## config.mk

```make
export PLATFORM = sky130hd
export DESIGN_NAME = seg7_scan_encoder
export DESIGN_NICKNAME = d
export VERILOG_FILES = /design/src/rtl/seg7_scan_encoder.sv
export SDC_FILE = /design/constraint.sdc
export NUM_CORES = 1
export LEC_CHECK = 0
export ABC_AREA = 1
export CORE_MARGIN = 3
export CORE_UTILIZATION = 40
export CTS_CLUSTER_DIAMETER = 60
export DETAILED_ROUTE_END_ITERATION = 16
export GPL_TIMING_DRIVEN = 1
export PLACE_DENSITY = 0.69
export SLEW_MARGIN = 20
export SYNTH_ARGS = -nofsm -noshare
export SYNTH_HDL_FRONTEND = slang
export SYNTH_SLANG_ARGS = --single-unit
```

## constraint.sdc

```tcl
create_clock -name clk -period 2.3 [get_ports clk]
set_input_delay 0.345 -clock clk [delete_from_list [all_inputs] [get_ports clk]]
set_output_delay 0.345 -clock clk [all_outputs]
set_load 0.02 [all_outputs]
```

## src/rtl/seg7_scan_encoder.sv

```systemverilog
// seg7_scan_encoder
// Sniffs an anode-scanned seven-segment bus and recovers the digit codes.
// A digit is accepted once its (segment, anode) sample has been stable for
// STABLE_CYCLES registered samples; a complete frame is offered on a
// valid/ready output.
//
// Optional feature macro: SEG7_SCAN_HEX_EN (also decode A..F glyphs).
//
// Ports:
//   clk, rst_n   clock (rising edge), asynchronous active-low reset
//   seg_i        segment bus, seg_i[6]=a .. seg_i[0]=g, active-high
//   an_i         anode strobes, active-high, one-hot while a digit is driven
//   out_ready    consumer accepts the presented frame
//   clr_ovf_i    synchronous clear of overflow_o
//   out_valid    frame available on digits_o / err_o
//   digits_o     digit i code at [4i+3:4i]
//   err_o        per-digit unrecognised-pattern flag
//   overflow_o   sticky: a completed frame was dropped
module seg7_scan_encoder #(
   parameter int unsigned DIGITS        = 4,
   parameter int unsigned STABLE_CYCLES = 4
) (
   input  logic                  clk,
   input  logic                  rst_n,
   input  logic [6:0]            seg_i,
   input  logic [DIGITS-1:0]     an_i,
   input  logic                  out_ready,
   input  logic                  clr_ovf_i,
   output logic                  out_valid,
   output logic [4*DIGITS-1:0]   digits_o,
   output logic [DIGITS-1:0]     err_o,
   output logic                  overflow_o
);

   localparam int unsigned CW = $clog2(STABLE_CYCLES + 1);

   typedef enum logic [1:0] {IDLE, SETTLE, CAPTURED} state_t;

   // Returns {err, code}.
   function automatic logic [4:0] decode(input logic [6:0] p);
      logic [4:0] r;
      case (p)
         7'h7E:   r = 5'h00;
         7'h30:   r = 5'h01;
         7'h6D:   r = 5'h02;
         7'h79:   r = 5'h03;
         7'h33:   r = 5'h04;
         7'h5B:   r = 5'h05;
         7'h5F:   r = 5'h06;
         7'h70:   r = 5'h07;
         7'h7F:   r = 5'h08;
         7'h7B:   r = 5'h09;
`ifdef SEG7_SCAN_HEX_EN
         7'h77:   r = 5'h0A;
         7'h1F:   r = 5'h0B;
         7'h4E:   r = 5'h0C;
         7'h3D:   r = 5'h0D;
         7'h4F:   r = 5'h0E;
         7'h47:   r = 5'h0F;
`endif
         default: r = 5'h1F;
      endcase
      return r;
   endfunction

   state_t                state_q, state_d;
   logic [6:0]            s_seg_q, s_seg_d;
   logic [DIGITS-1:0]     s_an_q, s_an_d;
   logic [CW-1:0]         cnt_q, cnt_d;
   logic [DIGITS-1:0]     seen_q, seen_d;
   logic [4*DIGITS-1:0]   slot_code_q, slot_code_d;
   logic [DIGITS-1:0]     slot_err_q, slot_err_d;
   logic                  out_valid_q, out_valid_d;
   logic [4*DIGITS-1:0]   digits_q, digits_d;
   logic [DIGITS-1:0]     err_q, err_d;
   logic                  ovf_q, ovf_d;

   logic                  changed;
   logic                  capture;
   logic [4:0]            dec;
   logic [DIGITS-1:0]     seen_next;

   always_comb begin
      state_d     = state_q;
      s_seg_d     = seg_i;
      s_an_d      = an_i;
      cnt_d       = cnt_q;
      seen_d      = seen_q;
      slot_code_d = slot_code_q;
      slot_err_d  = slot_err_q;
      out_valid_d = out_valid_q;
      digits_d    = digits_q;
      err_d       = err_q;
      ovf_d       = ovf_q;
      capture     = 1'b0;
      dec         = decode(s_seg_q);
      seen_next   = seen_q;

      // The incoming sample is compared with the one already held, so the
      // edge that registers a new sample is also the edge where cnt becomes 1.
      changed = (seg_i != s_seg_q) || (an_i != s_an_q);

      if (changed) begin
         cnt_d   = CW'(1);
         state_d = $onehot(an_i) ? SETTLE : IDLE;
      end else if (state_q == SETTLE) begin
         cnt_d = cnt_q + CW'(1);
         if (cnt_q + CW'(1) == CW'(STABLE_CYCLES)) begin
            capture = 1'b1;
            state_d = CAPTURED;
         end
      end

      if (out_valid_q && out_ready)
         out_valid_d = 1'b0;

      if (clr_ovf_i)
         ovf_d = 1'b0;

      if (capture) begin
         // Unchanged sample in SETTLE implies s_an_q is one-hot.
         for (int unsigned i = 0; i < DIGITS; i++) begin
            if (s_an_q[i]) begin
               slot_code_d[4*i +: 4] = dec[3:0];
               slot_err_d[i]         = dec[4];
               seen_next[i]          = 1'b1;
            end
         end
         if (&seen_next) begin
            seen_d = '0;
            if (!out_valid_q || out_ready) begin
               digits_d    = slot_code_d;
               err_d       = slot_err_d;
               out_valid_d = 1'b1;
            end else begin
               ovf_d = 1'b1;
            end
         end else begin
            seen_d = seen_next;
         end
      end
   end

   always_ff @(posedge clk or negedge rst_n) begin
      if (!rst_n) begin
         state_q     <= IDLE;
         s_seg_q     <= '0;
         s_an_q      <= '0;
         cnt_q       <= '0;
         seen_q      <= '0;
         slot_code_q <= '0;
         slot_err_q  <= '0;
         out_valid_q <= 1'b0;
         digits_q    <= '0;
         err_q       <= '0;
         ovf_q       <= 1'b0;
      end else begin
         state_q     <= state_d;
         s_seg_q     <= s_seg_d;
         s_an_q      <= s_an_d;
         cnt_q       <= cnt_d;
         seen_q      <= seen_d;
         slot_code_q <= slot_code_d;
         slot_err_q  <= slot_err_d;
         out_valid_q <= out_valid_d;
         digits_q    <= digits_d;
         err_q       <= err_d;
         ovf_q       <= ovf_d;
      end
   end

   assign out_valid  = out_valid_q;
   assign digits_o   = digits_q;
   assign err_o      = err_q;
   assign overflow_o = ovf_q;

endmodule

```

==> results by group <==
Detailed routing
  – DRT iter0 DRCs: 111
  – Via count: 2,508
  – DRT antenna net count: 0
  – Residual DRC count: 0
  – First-pass iteration count of the detailed router: 4
  – Drt wl/cell: 11.78 µm
  – Post-Route WL: 6.373 mm
  – Via density: 4.636

Clock tree
  – Clock Path Buffers: 2
  – Post_cts resized: 0
  – Root buffer cell: clkbuf_8
  – Post-CTS Setup Inserts: 0
  – Hold_buf cts: 0
  – H-tree depth: 3
  – Clk sink count: 62
  – Number of CTS-inserted buffers: 9
  – CTS tree: built
  – Worst skew pair latency: 0.34 ns
  – Clock slew at reported path FFs: 0.06 ns

Worst setup path
  – Endpoint class of the critical path: flip-flop
  – R2R depth: 8
  – Highest fanout seen on the critical path: 2
  – CP Class: input port to flip-flop
  – Data required, critical path: 2.58 ns
  – Reg2reg setup slack: 0.37 ns
  – Crit path DAT: 2.33 ns
  – Startpoint Class: input port

STA
  – Final setup margin: 0.2541 ns
  – Worst slew pin tran: 0.5549 ns
  – Hold slack: -0.006192 ns
  – RSZ-0062 raised after global routing: false
  – Slew headroom: 63.01%
  – Number of setup violations in the final report: 0
  – Part of the cycle the worst path needs: 88.95%
  – Final hold vios: 10
  – Fin. max-slew vios: 0
  – Final worst path period need: 2.046 ns
  – Clock Skew: 0.004105 ns
  – Maximum clock rate: 488.8 MHz

Power and ir drop
  – Cell Int Power: 1.638 mW
  – Sw Share: 24.07%
  – Power share of the clock group: 39.7%
  – Sw power: 519.4 µW
  – Max VDD drop: 0.3047 mV
  – Seq pwr share: 52.0%
  – Leak: 2.061 nW
  – PwrDens: 575.1 nW/µm²
  – Overall power: 2.158 mW
  – Comb power frac: 8.3%

Global route
  – Pin count of the biggest net entering global routing: 40
  – First-pass GRT wire length: 10.87 mm
  – Met1 usage: 20.36%
  – GRT met2 Usage: 25.91%
  – Initial antenna violation count: 0
  – GRT Total Usage: 16.13%
  – GR Util met3: 3.057%
  – Busiest grt layer: met2
  – Congestion Overflow GR: 0
  – Vias in the first global route: 2,385

Floorplanning
  – Core Footprint: 7331 µm²
  – # rows: 31
  – Chip Width: 93.62 µm
  – Die height: 93.62 µm
  – Top Ports: 37
  – Die Area: 8764 µm²
  – Initial Utilization: 41.88%

Yosys
  – Synth Area in Compound Gates: 4.156%
  – Yosys reg bits: 62
  – Post-Syn Area per Cell: 7.873 µm²
  – Yosys top cell area share: 50.53%
  – Cells after synthesis: 390
  – Dominant cells by area after synthesis: dfrtp_1 51%, nand2_1 23%, inv_1 4.0%
  – Syn_nets: 410
  – Adder-Cell Fraction of Synth Area: 2.282%
  – Yosys top cell by area: dfrtp_1
  – Main combinational cell family by area after synthesis: simple AND/OR/NAND/NOR gates
  – Post-synthesis sequential area ratio: 50.53%
  – Synth unique cells: 29
  – Synth Warn #: 0
  – Xor/xnor share of the synthesized area: 1.426%
  – Mux cell area share after synthesis: 0%
  – Mapped Area: 3070 µm²
  – Post-Synth Simple-Gate Area: 34.92%

Place
  – Place WS: -0.08097 ns
  – Placed Area: 3578 µm²
  – Routability cong.: 0.8482
  – Port bufs: 36
  – Post-DP HPWL: 4.781 mm

Final layout
  – Fin area: 3752 µm²
  – Most frequent cells in the layout: 185 x nand2_1, 62 x dfrtp_1, 35 x clkdlybuf4s50_1, 33 x inv_1, 24 x nor2_1
  – Area grow syn2layout: 22.21%
  – Fill cells: 709
  – Multi-input logic area: 1314 µm²
  – Commonest non-fill, non-tap cell in the layout: nand2_1
  – # diodes: 0
  – Sequential cell area: 1551 µm²
  – Share of layout cells above drive strength 1: 10.41%
  – Final-stage net count: 459

Run
  – Max-cap viol count: 0

Run status
  – Violations in the final reports: hold timing
  – Run status: complete, but fails checks

Worst hold path
  – Tightest Hold Check Type: input port to async pin
## cell families after synthesis
| kind of cell | Yosys count |
|---|---|
| simple gates | 250 |
| xor+xnor | 5 |
| flops | 62 |
| compound gates | 22 |
| fa+ha+maj | 5 |
| buf+inv | 46 |
## power by group through the flow
stage	Sequential (mW)	Combinational [mW]	Clock, mW
floorplan	1.13	0.107	0
global placement	1.14	0.176	0
detailed placement	1.14	0.180	0
CTS	1.12	0.184	0.876
global route	1.12	0.206	0.930
finish	1.12	0.179	0.856
## through the flow
stage | util, % | TNS, ns | cells
floorplan | - | 0 | 390
global placement | 48.81 | 0 | 527
detailed placement | 48.81 | -0.08097 | 527
CTS | 51.19 | 0 | 541
global route | 51.19 | 0 | 541
finish | 51.19 | 0 | 541
## routing by layer
metal  vias to the layer above  wire length (µm)
met4                         0               175
met1                      1152              2991
met2                        44              2985
met3                        12               221
li1                       1300                 -
met5                         -                 0
## worst max-delay path: stages
cell and delay, ns:
clkdlybuf4s50_1 0.50, inv_1 0.09, fa_1 0.54, inv_1 0.05, ha_1 0.19, ha_1 0.29, nor3b_1 0.17, o21ai_0 0.10
inv_1 0.06
## sequential cells by signal, summed over array words and instances, names as in the netlist
name         flops
digits_o        16
slot_code_q     16
s_seg_q          7
err_o            4
s_an_q           4
seen_q           4
slot_err_q       4
cnt_q            3
state_q          2
out_valid        1
overflow_o       1
## cells in the mapped netlist, drive strengths merged
cell type and instances:
a21boi 1, a21oi 1, buf 8, clkbuf 1, dfrtp 62, fa 1
ha 4, inv 37, nand2 191, nand3 24, nand4 2, nor2 29
nor3 2, nor3b 1, o21a 3, o21ai 15, o22ai 1, o31ai 1
or2 1, xnor2 5
## worst paths after layout
kind / start / end
hold reg to reg: digits_o[1]$_DFFE_PN0P_ / digits_o[1]$_DFFE_PN0P_
hold / removal: rst_n / err_o[3]$_DFFE_PN0P_
setup / recovery: an_i[0] / state_q[0]$_DFFE_PN0P_
setup reg to reg: s_an_q[3]$_DFF_PN0_ / digits_o[3]$_DFFE_PN0P_
min in group clk: digits_o[1]$_DFFE_PN0P_ / digits_o[1]$_DFFE_PN0P_
max in group asynchronous: rst_n / cnt_q[2]$_DFFE_PN0P_
## final cells by class
type | instances | area share (%)
Inverter | 37 | 3.701
Tap cell | 99 | 3.301
Sequential cell | 62 | 41.35
Multi-Input combinational cell | 282 | 35.01
Clock inverter | 1 | 0.1334
Clock buffer | 13 | 4.501
Timing Repair Buffer | 47 | 12.00
No activity file was read; power rests on OpenSTA's default activity.
